`src/rtl/sequenciador_exibicao_pkg.sv`:
```
// Shared definitions for the sequence display block and the other ROM address generators.
package sequenciador_exibicao_pkg;

    localparam int LARGURA_DADO = 4;

    typedef enum logic [2:0] {
        OCIOSO   = 3'd0,
        ENDERECA = 3'd1,
        CAPTURA  = 3'd2,
        MOSTRA   = 3'd3,
        APAGA    = 3'd4,
        FIM      = 3'd5
    } estado_t;

    // 2-to-4 one-hot decode used to address the one-hot ROM.
    function automatic logic [3:0] decodifica_one_hot(input logic [1:0] indice);
        logic [3:0] r;
        r = 4'b0000;
        r[indice] = 1'b1;
        return r;
    endfunction

endpackage

```
`src/rtl/sequenciador_exibicao_if.sv`:
```
// Bus between the sequencer (master) and the game controller plus ROM (slave).
// Handshake: iniciar is a start request accepted only while idle (ativo=0);
// ativo stays high until the run ends, and pronto pulses for one cycle when a
// sequence completes. parar aborts a run without pronto.
interface sequenciador_exibicao_if;
    import sequenciador_exibicao_pkg::*;

    logic                    iniciar;
    logic                    parar;
    logic [1:0]              limite;
    logic [LARGURA_DADO-1:0] dados_rom;
    logic [3:0]              endereco;
    logic [LARGURA_DADO-1:0] leds;
    logic                    ativo;
    logic                    pronto;
    estado_t                 estado;

    modport master (
        input  iniciar, parar, limite, dados_rom,
        output endereco, leds, ativo, pronto, estado
    );

    modport slave (
        output iniciar, parar, limite, dados_rom,
        input  endereco, leds, ativo, pronto, estado
    );

endinterface

```
`src/rtl/sequenciador_exibicao_contador_duracao.sv`:
```
// Loadable down-counter that times the on and off intervals; stops at zero.
module contador_duracao #(
    parameter int W = 2
) (
    input  logic         clock,
    input  logic         reset,
    input  logic         carrega,
    input  logic [W-1:0] valor,
    output logic         zero
);

    logic [W-1:0] conta_q, conta_d;

    // Load has priority; otherwise count down and hold at zero.
    always_comb begin
        conta_d = conta_q;
        if (carrega) begin
            conta_d = valor;
        end else if (conta_q != '0) begin
            conta_d = conta_q - 1'b1;
        end
    end

    // Counter register.
    always_ff @(posedge clock or negedge reset) begin
        if (!reset) conta_q <= '0;
        else        conta_q <= conta_d;
    end

    assign zero = (conta_q == '0);

endmodule

```
`src/rtl/sequenciador_exibicao.sv`:
```
// Walks the one-hot ROM from step 0 up to limite, showing each word on leds
// for ON_CYCLES and blanking for OFF_CYCLES, then pulses pronto.
module sequenciador_exibicao
    import sequenciador_exibicao_pkg::*;
#(
    parameter int ON_CYCLES  = 4,
    parameter int OFF_CYCLES = 2
) (
    input  logic                     clock,
    input  logic                     reset,
    sequenciador_exibicao_if.master  bus
);

    localparam int MAX_CICLOS = (ON_CYCLES > OFF_CYCLES) ? ON_CYCLES : OFF_CYCLES;
    localparam int CW         = (MAX_CICLOS > 1) ? $clog2(MAX_CICLOS) : 1;

    estado_t                 estado_q, estado_d;
    logic [1:0]              indice_q, indice_d;
    logic [1:0]              limite_q, limite_d;
    logic [LARGURA_DADO-1:0] leds_q, leds_d;
    logic                    carrega;
    logic [CW-1:0]           valor;
    logic                    zero;

    // One shared timer serves both the on and the off interval.
    contador_duracao #(.W(CW)) u_contador (
        .clock   (clock),
        .reset   (reset),
        .carrega (carrega),
        .valor   (valor),
        .zero    (zero)
    );

    // Next-state logic; parar overrides everything while a run is active.
    always_comb begin
        estado_d = estado_q;
        indice_d = indice_q;
        limite_d = limite_q;
        leds_d   = leds_q;
        carrega  = 1'b0;
        valor    = '0;
        if (estado_q != OCIOSO && bus.parar) begin
            estado_d = OCIOSO;
            leds_d   = '0;
            indice_d = 2'd0;
        end else begin
            case (estado_q)
                OCIOSO: begin
                    if (bus.iniciar && !bus.parar) begin
                        indice_d = 2'd0;
                        limite_d = bus.limite;
                        estado_d = ENDERECA;
                    end
                end
                ENDERECA: estado_d = CAPTURA;
                CAPTURA: begin
                    leds_d   = bus.dados_rom;
                    carrega  = 1'b1;
                    valor    = CW'(ON_CYCLES - 1);
                    estado_d = MOSTRA;
                end
                MOSTRA: begin
                    if (zero) begin
                        leds_d   = '0;
                        carrega  = 1'b1;
                        valor    = CW'(OFF_CYCLES - 1);
                        estado_d = APAGA;
                    end
                end
                APAGA: begin
                    if (zero) begin
                        if (indice_q == limite_q) begin
                            estado_d = FIM;
                        end else begin
                            indice_d = indice_q + 2'd1;
                            estado_d = ENDERECA;
                        end
                    end
                end
                FIM:     estado_d = OCIOSO;
                default: estado_d = OCIOSO;
            endcase
        end
    end

    // State and datapath registers.
    always_ff @(posedge clock or negedge reset) begin
        if (!reset) begin
            estado_q <= OCIOSO;
            indice_q <= 2'd0;
            limite_q <= 2'd0;
            leds_q   <= '0;
        end else begin
            estado_q <= estado_d;
            indice_q <= indice_d;
            limite_q <= limite_d;
            leds_q   <= leds_d;
        end
    end

    // Address is only driven while a step is in progress.
    always_comb begin
        bus.endereco = 4'b0000;
        if (estado_q == ENDERECA || estado_q == CAPTURA ||
            estado_q == MOSTRA   || estado_q == APAGA) begin
            bus.endereco = decodifica_one_hot(indice_q);
        end
    end

    assign bus.leds   = leds_q;
    assign bus.ativo  = (estado_q != OCIOSO);
    assign bus.pronto = (estado_q == FIM);
    assign bus.estado = estado_q;

endmodule
```
`src/flat_wrapper.sv`:
```
// flat-port wrapper written by rule: the top's interface ports become plain ports
module sequenciador_exibicao_flat import sequenciador_exibicao_pkg::*;
#(
    parameter int ON_CYCLES  = 4,
    parameter int OFF_CYCLES = 2
)
  (clock, reset, bus_iniciar, bus_parar, bus_limite, bus_dados_rom, bus_endereco, bus_leds, bus_ativo, bus_pronto, bus_estado);
  sequenciador_exibicao_if bus_i ();
  input  logic clock;
  input  logic reset;
  input wire logic [$bits(bus_i.iniciar)-1:0] bus_iniciar;
  input wire logic [$bits(bus_i.parar)-1:0] bus_parar;
  input wire logic [$bits(bus_i.limite)-1:0] bus_limite;
  input wire logic [$bits(bus_i.dados_rom)-1:0] bus_dados_rom;
  output wire logic [$bits(bus_i.endereco)-1:0] bus_endereco;
  output wire logic [$bits(bus_i.leds)-1:0] bus_leds;
  output wire logic [$bits(bus_i.ativo)-1:0] bus_ativo;
  output wire logic [$bits(bus_i.pronto)-1:0] bus_pronto;
  output wire logic [$bits(bus_i.estado)-1:0] bus_estado;
  assign bus_i.iniciar = bus_iniciar;
  assign bus_i.parar = bus_parar;
  assign bus_i.limite = bus_limite;
  assign bus_i.dados_rom = bus_dados_rom;
  assign bus_endereco = bus_i.endereco;
  assign bus_leds = bus_i.leds;
  assign bus_ativo = bus_i.ativo;
  assign bus_pronto = bus_i.pronto;
  assign bus_estado = bus_i.estado;
  sequenciador_exibicao #(.ON_CYCLES(ON_CYCLES), .OFF_CYCLES(OFF_CYCLES)) u_core (.clock(clock), .reset(reset), .bus(bus_i));
endmodule
```
`config.mk`:
```
export PLATFORM = sky130hd
export DESIGN_NAME = sequenciador_exibicao_flat
export DESIGN_NICKNAME = d
export VERILOG_FILES = /design/src/rtl/sequenciador_exibicao_pkg.sv /design/src/rtl/sequenciador_exibicao_if.sv /design/src/rtl/sequenciador_exibicao_contador_duracao.sv /design/src/rtl/sequenciador_exibicao.sv /design/src/flat_wrapper.sv
export SDC_FILE = /design/constraint.sdc
export NUM_CORES = 1
export LEC_CHECK = 0
export CAP_MARGIN = 40
export CORE_MARGIN = 3
export CORE_UTILIZATION = 41
export CTS_CLUSTER_SIZE = 40
export DETAILED_ROUTE_END_ITERATION = 10
export PLACE_DENSITY = 0.73
export SLEW_MARGIN = 0
export SYNTH_ARGS = -nofsm -noshare
export SYNTH_HDL_FRONTEND = slang
export SYNTH_SLANG_ARGS = --single-unit
```
`constraint.sdc`:
```
create_clock -name clock -period 1.3 [get_ports clock]
set_input_delay 0.13 -clock clock [delete_from_list [all_inputs] [get_ports clock]]
set_output_delay 0.13 -clock clock [all_outputs]
set_load 0.01 [all_outputs]
```
==> impl_results.md <==
- Status: complete, but fails checks
- Violated checks: setup timing
- Number of design rule violations left after detail routing: 0
- Gpl congestion: 0.836
- Final standard cell utilization of the core: 78.2%
- Initial core utilization: 44.8%
- Prevailing post-synth register cell: dfrtp_1
- Slew Limit Headroom: 79.9%
- Worst-skew pair later-pin latency: 270 ps
- Via-per-instance ratio: 5.34
- Number of clock sinks seen by CTS: 13
- Unrepaired setup endpoints after global routing: true
- HP Class: in -> async
- P&R area growth vs syn: 74.8%
- Number of global-route vias before repair: 804
- Share of cells above drive strength 1: 49.2%
- Combined area of the multi-input logic cells: 552 um^2
- Number of maximum-capacitance constraint violations: 0
- Max Transition Viols Final: 0
- Number of enable-type register cells in the synthesized netlist: 0
- Post-route minimum period: 1460 ps
- Maximum resistive drop on vdd: 0.00106 V
- Gate count after technology mapping: 83
- Seq/Total Area, Yosys: 40.8%
- Final standard cell count with taps included and fillers excluded: 157
- Post-detailed-route wirelength per cell: 14.7 um
- Total of warnings raised by yosys: 0
- Number of antenna-violating nets in the routed design: 0
- Average cell area after synthesis: 9.62 um^2
- Data arrival, critical path: 1660 ps
- Buffer depth of the longest clock path: 2
- Maximum clock frequency: 0.684 GHz
- Total via count in the routed design: 838
- TritonCTS clock tree: done
- Setup violators final: 17
- Clock-pin transition on the worst setup and hold timing paths: 80 ps
- CP Class: reg -> reg
- Area used by sequential logic in the layout: 327 um^2
- Placed insts: 146
- Cell at the root of the clock tree: clkbuf_4
- Number of antenna violations at the first check in global routing: 0
- Net Count, Synth: 98
- Final wirelength: 2.30 mm
- Detailed-routing iteration count for the pre-antenna-repair pass: 4
- Largest net degree at the start of global routing: 14
- Critical path endpoint category: register
- Static leakage power: 0.000652 uW
- DRC violation total after the first TritonRoute iteration: 17
- Setup skew after layout: 2.30 ps
- Fill cell count: 125
- Critical Path Start Type: register
- Placeable core region: 1780 um^2
- Count of different cell masters after synthesis: 32
- Post-Route Setup TNS: -1550 ps
- Share of flip-flops with an asynchronous set or reset: 100%
- Worst path required time: 1500 ps
- Netlist area before placement: 798 um^2
- Floorplan row count: 15
- CP Max Fanout: 8
- Width of the die: 50.1 um
- IO Port Bufs: 22
- Height of the chip: 50.1 um
- Die area: 2510 um^2
- DPL Wire Length: 1.55 mm
- Number of clock buffers inserted by TritonCTS: 3
- Number of flip-flops and latches in the synthesized netlist: 13
- Total I/O pin count: 23
- Transition time at the pin with the least slew margin: 300 ps
- Count of nets after finishing: 148
- First-pass GRT wire length: 3.66 mm
- GRT Total Usage: 19.4%
- Total congestion overflow after global routing: 0
- Number of hold-slack violations in the final timing report: 0
- Worst hold-check slack: 168 ps
- Total Power Consumption: 1700 uW
- CTS hold repair buffers: 0
- H-tree Lvls: 1
- Total inserted antenna cells: 0
- Power density relative to cell area: 1220 nW/um^2
- Crit share post-route: 112%
- Post-route setup slack: -161 ps
[report_power, final]
group / switching (uW) / total [uW] / internal, uW
clock: 134 / 253 / 119
sequential: 59.6 / 551 / 492
combinational: 398 / 900 / 502
[cell type report]
cell class / count / share of cell area, %
Multi-Input combinational cell: 58 / 39.6
Sequential cell: 13 / 23.4
Inverter: 7 / 1.88
Tap cell: 25 / 2.24
Timing Repair Buffer: 50 / 31.0
Clock buffer: 4 / 1.88
[worst max-delay path, stage by stage (launching register included)]
cell	delay, ps
dfrtp_2	470
buf_6	160
or3b_4	410
nor2_4	180
nor3_2	50
a31oi_1	120
[state kept, by name (all words and copies together) (netlist names)]
signal                     cells
u_core.bus.leds                4
u_core.bus.estado              3
u_core.indice_q                2
u_core.limite_q                2
u_core.u_contador.conta_q      2
[worst paths after layout]
kind,start,to,slack (ps),cells past startpoint
max,u_core.bus.estado[2],u_core.u_contador.conta_q[0],-160,5
min,reset,u_core.bus.estado[2],170,2
max reg2reg,u_core.bus.estado[2],u_core.u_contador.conta_q[0],-160,5
min reg2reg,u_core.bus.leds[3],u_core.bus.leds[3],510,1
max in group asynchronous,reset,u_core.bus.estado[2],950,2
min in group clock,bus_dados_rom[3],u_core.bus.leds[3],450,2
[routing by layer]
metal  GRT usage [%]  part of all wire, %
met5               0                    0
met4            8.29                  1.3
met2            32.8                   50
met1            24.6                   44
met3            2.11                  4.5
[cells by family after synthesis]
family	synth area share (%)
adder cells (fa/ha/maj)	7.84
flip-flops	40.8
multiplexers	2.82
buffers and inverters	6.74
AND/OR/NAND/NOR	20.2
AO/OA/AOI/OAI	18.3
XOR/XNOR	3.29
[timing repair]
item,in CTS,in global routing
endpoints found under the setup margin,25,20
buffers inserted,8,0
gates cloned,0,0
hold endpoints to repair,0,0
pin swaps,16,6
gates resized for setup,61,13
[layout by cell type (no fill, tap or decap), types with 3 or more instances in the layout]
cell	Yosys	routed
clkbuf_4	0	3
buf_6	0	10
dfrtp_1	13	12
clkdlybuf4s50_1	0	9
inv_2	0	4
buf_4	1	19
inv_1	7	3
buf_2	4	5
and2_1	5	4
a22o_1	3	3
a31oi_1	3	3
dlygate4sd2_1	0	6
[synth_stat cells, types with 3 or more instances]
| library cell | n | area share, % |
|---|---|---|
| a21oi_1 | 3 | 1.9 |
| a22o_1 | 3 | 3.3 |
| a31oi_1 | 3 | 2.4 |
| and2_1 | 5 | 3.9 |
| buf_2 | 4 | 2.5 |
| dfrtp_1 | 13 | 41 |
| ha_1 | 5 | 7.8 |
| inv_1 | 7 | 3.3 |
| nand2_1 | 4 | 1.9 |
| nor3_1 | 3 | 1.9 |
| o21ai_0 | 4 | 2.5 |
| xnor2_1 | 3 | 3.3 |
[stage by stage]
step,cell area (um^2),worst slack [ps]
2_1_floorplan,801,0.710
3_3_place_gp,1180,-210
3_5_place_dp,1180,-231
4_1_cts,1350,-161
5_1_grt,1400,-225
6_report,1400,-161
No activity file was read; power rests on OpenSTA's default activity.
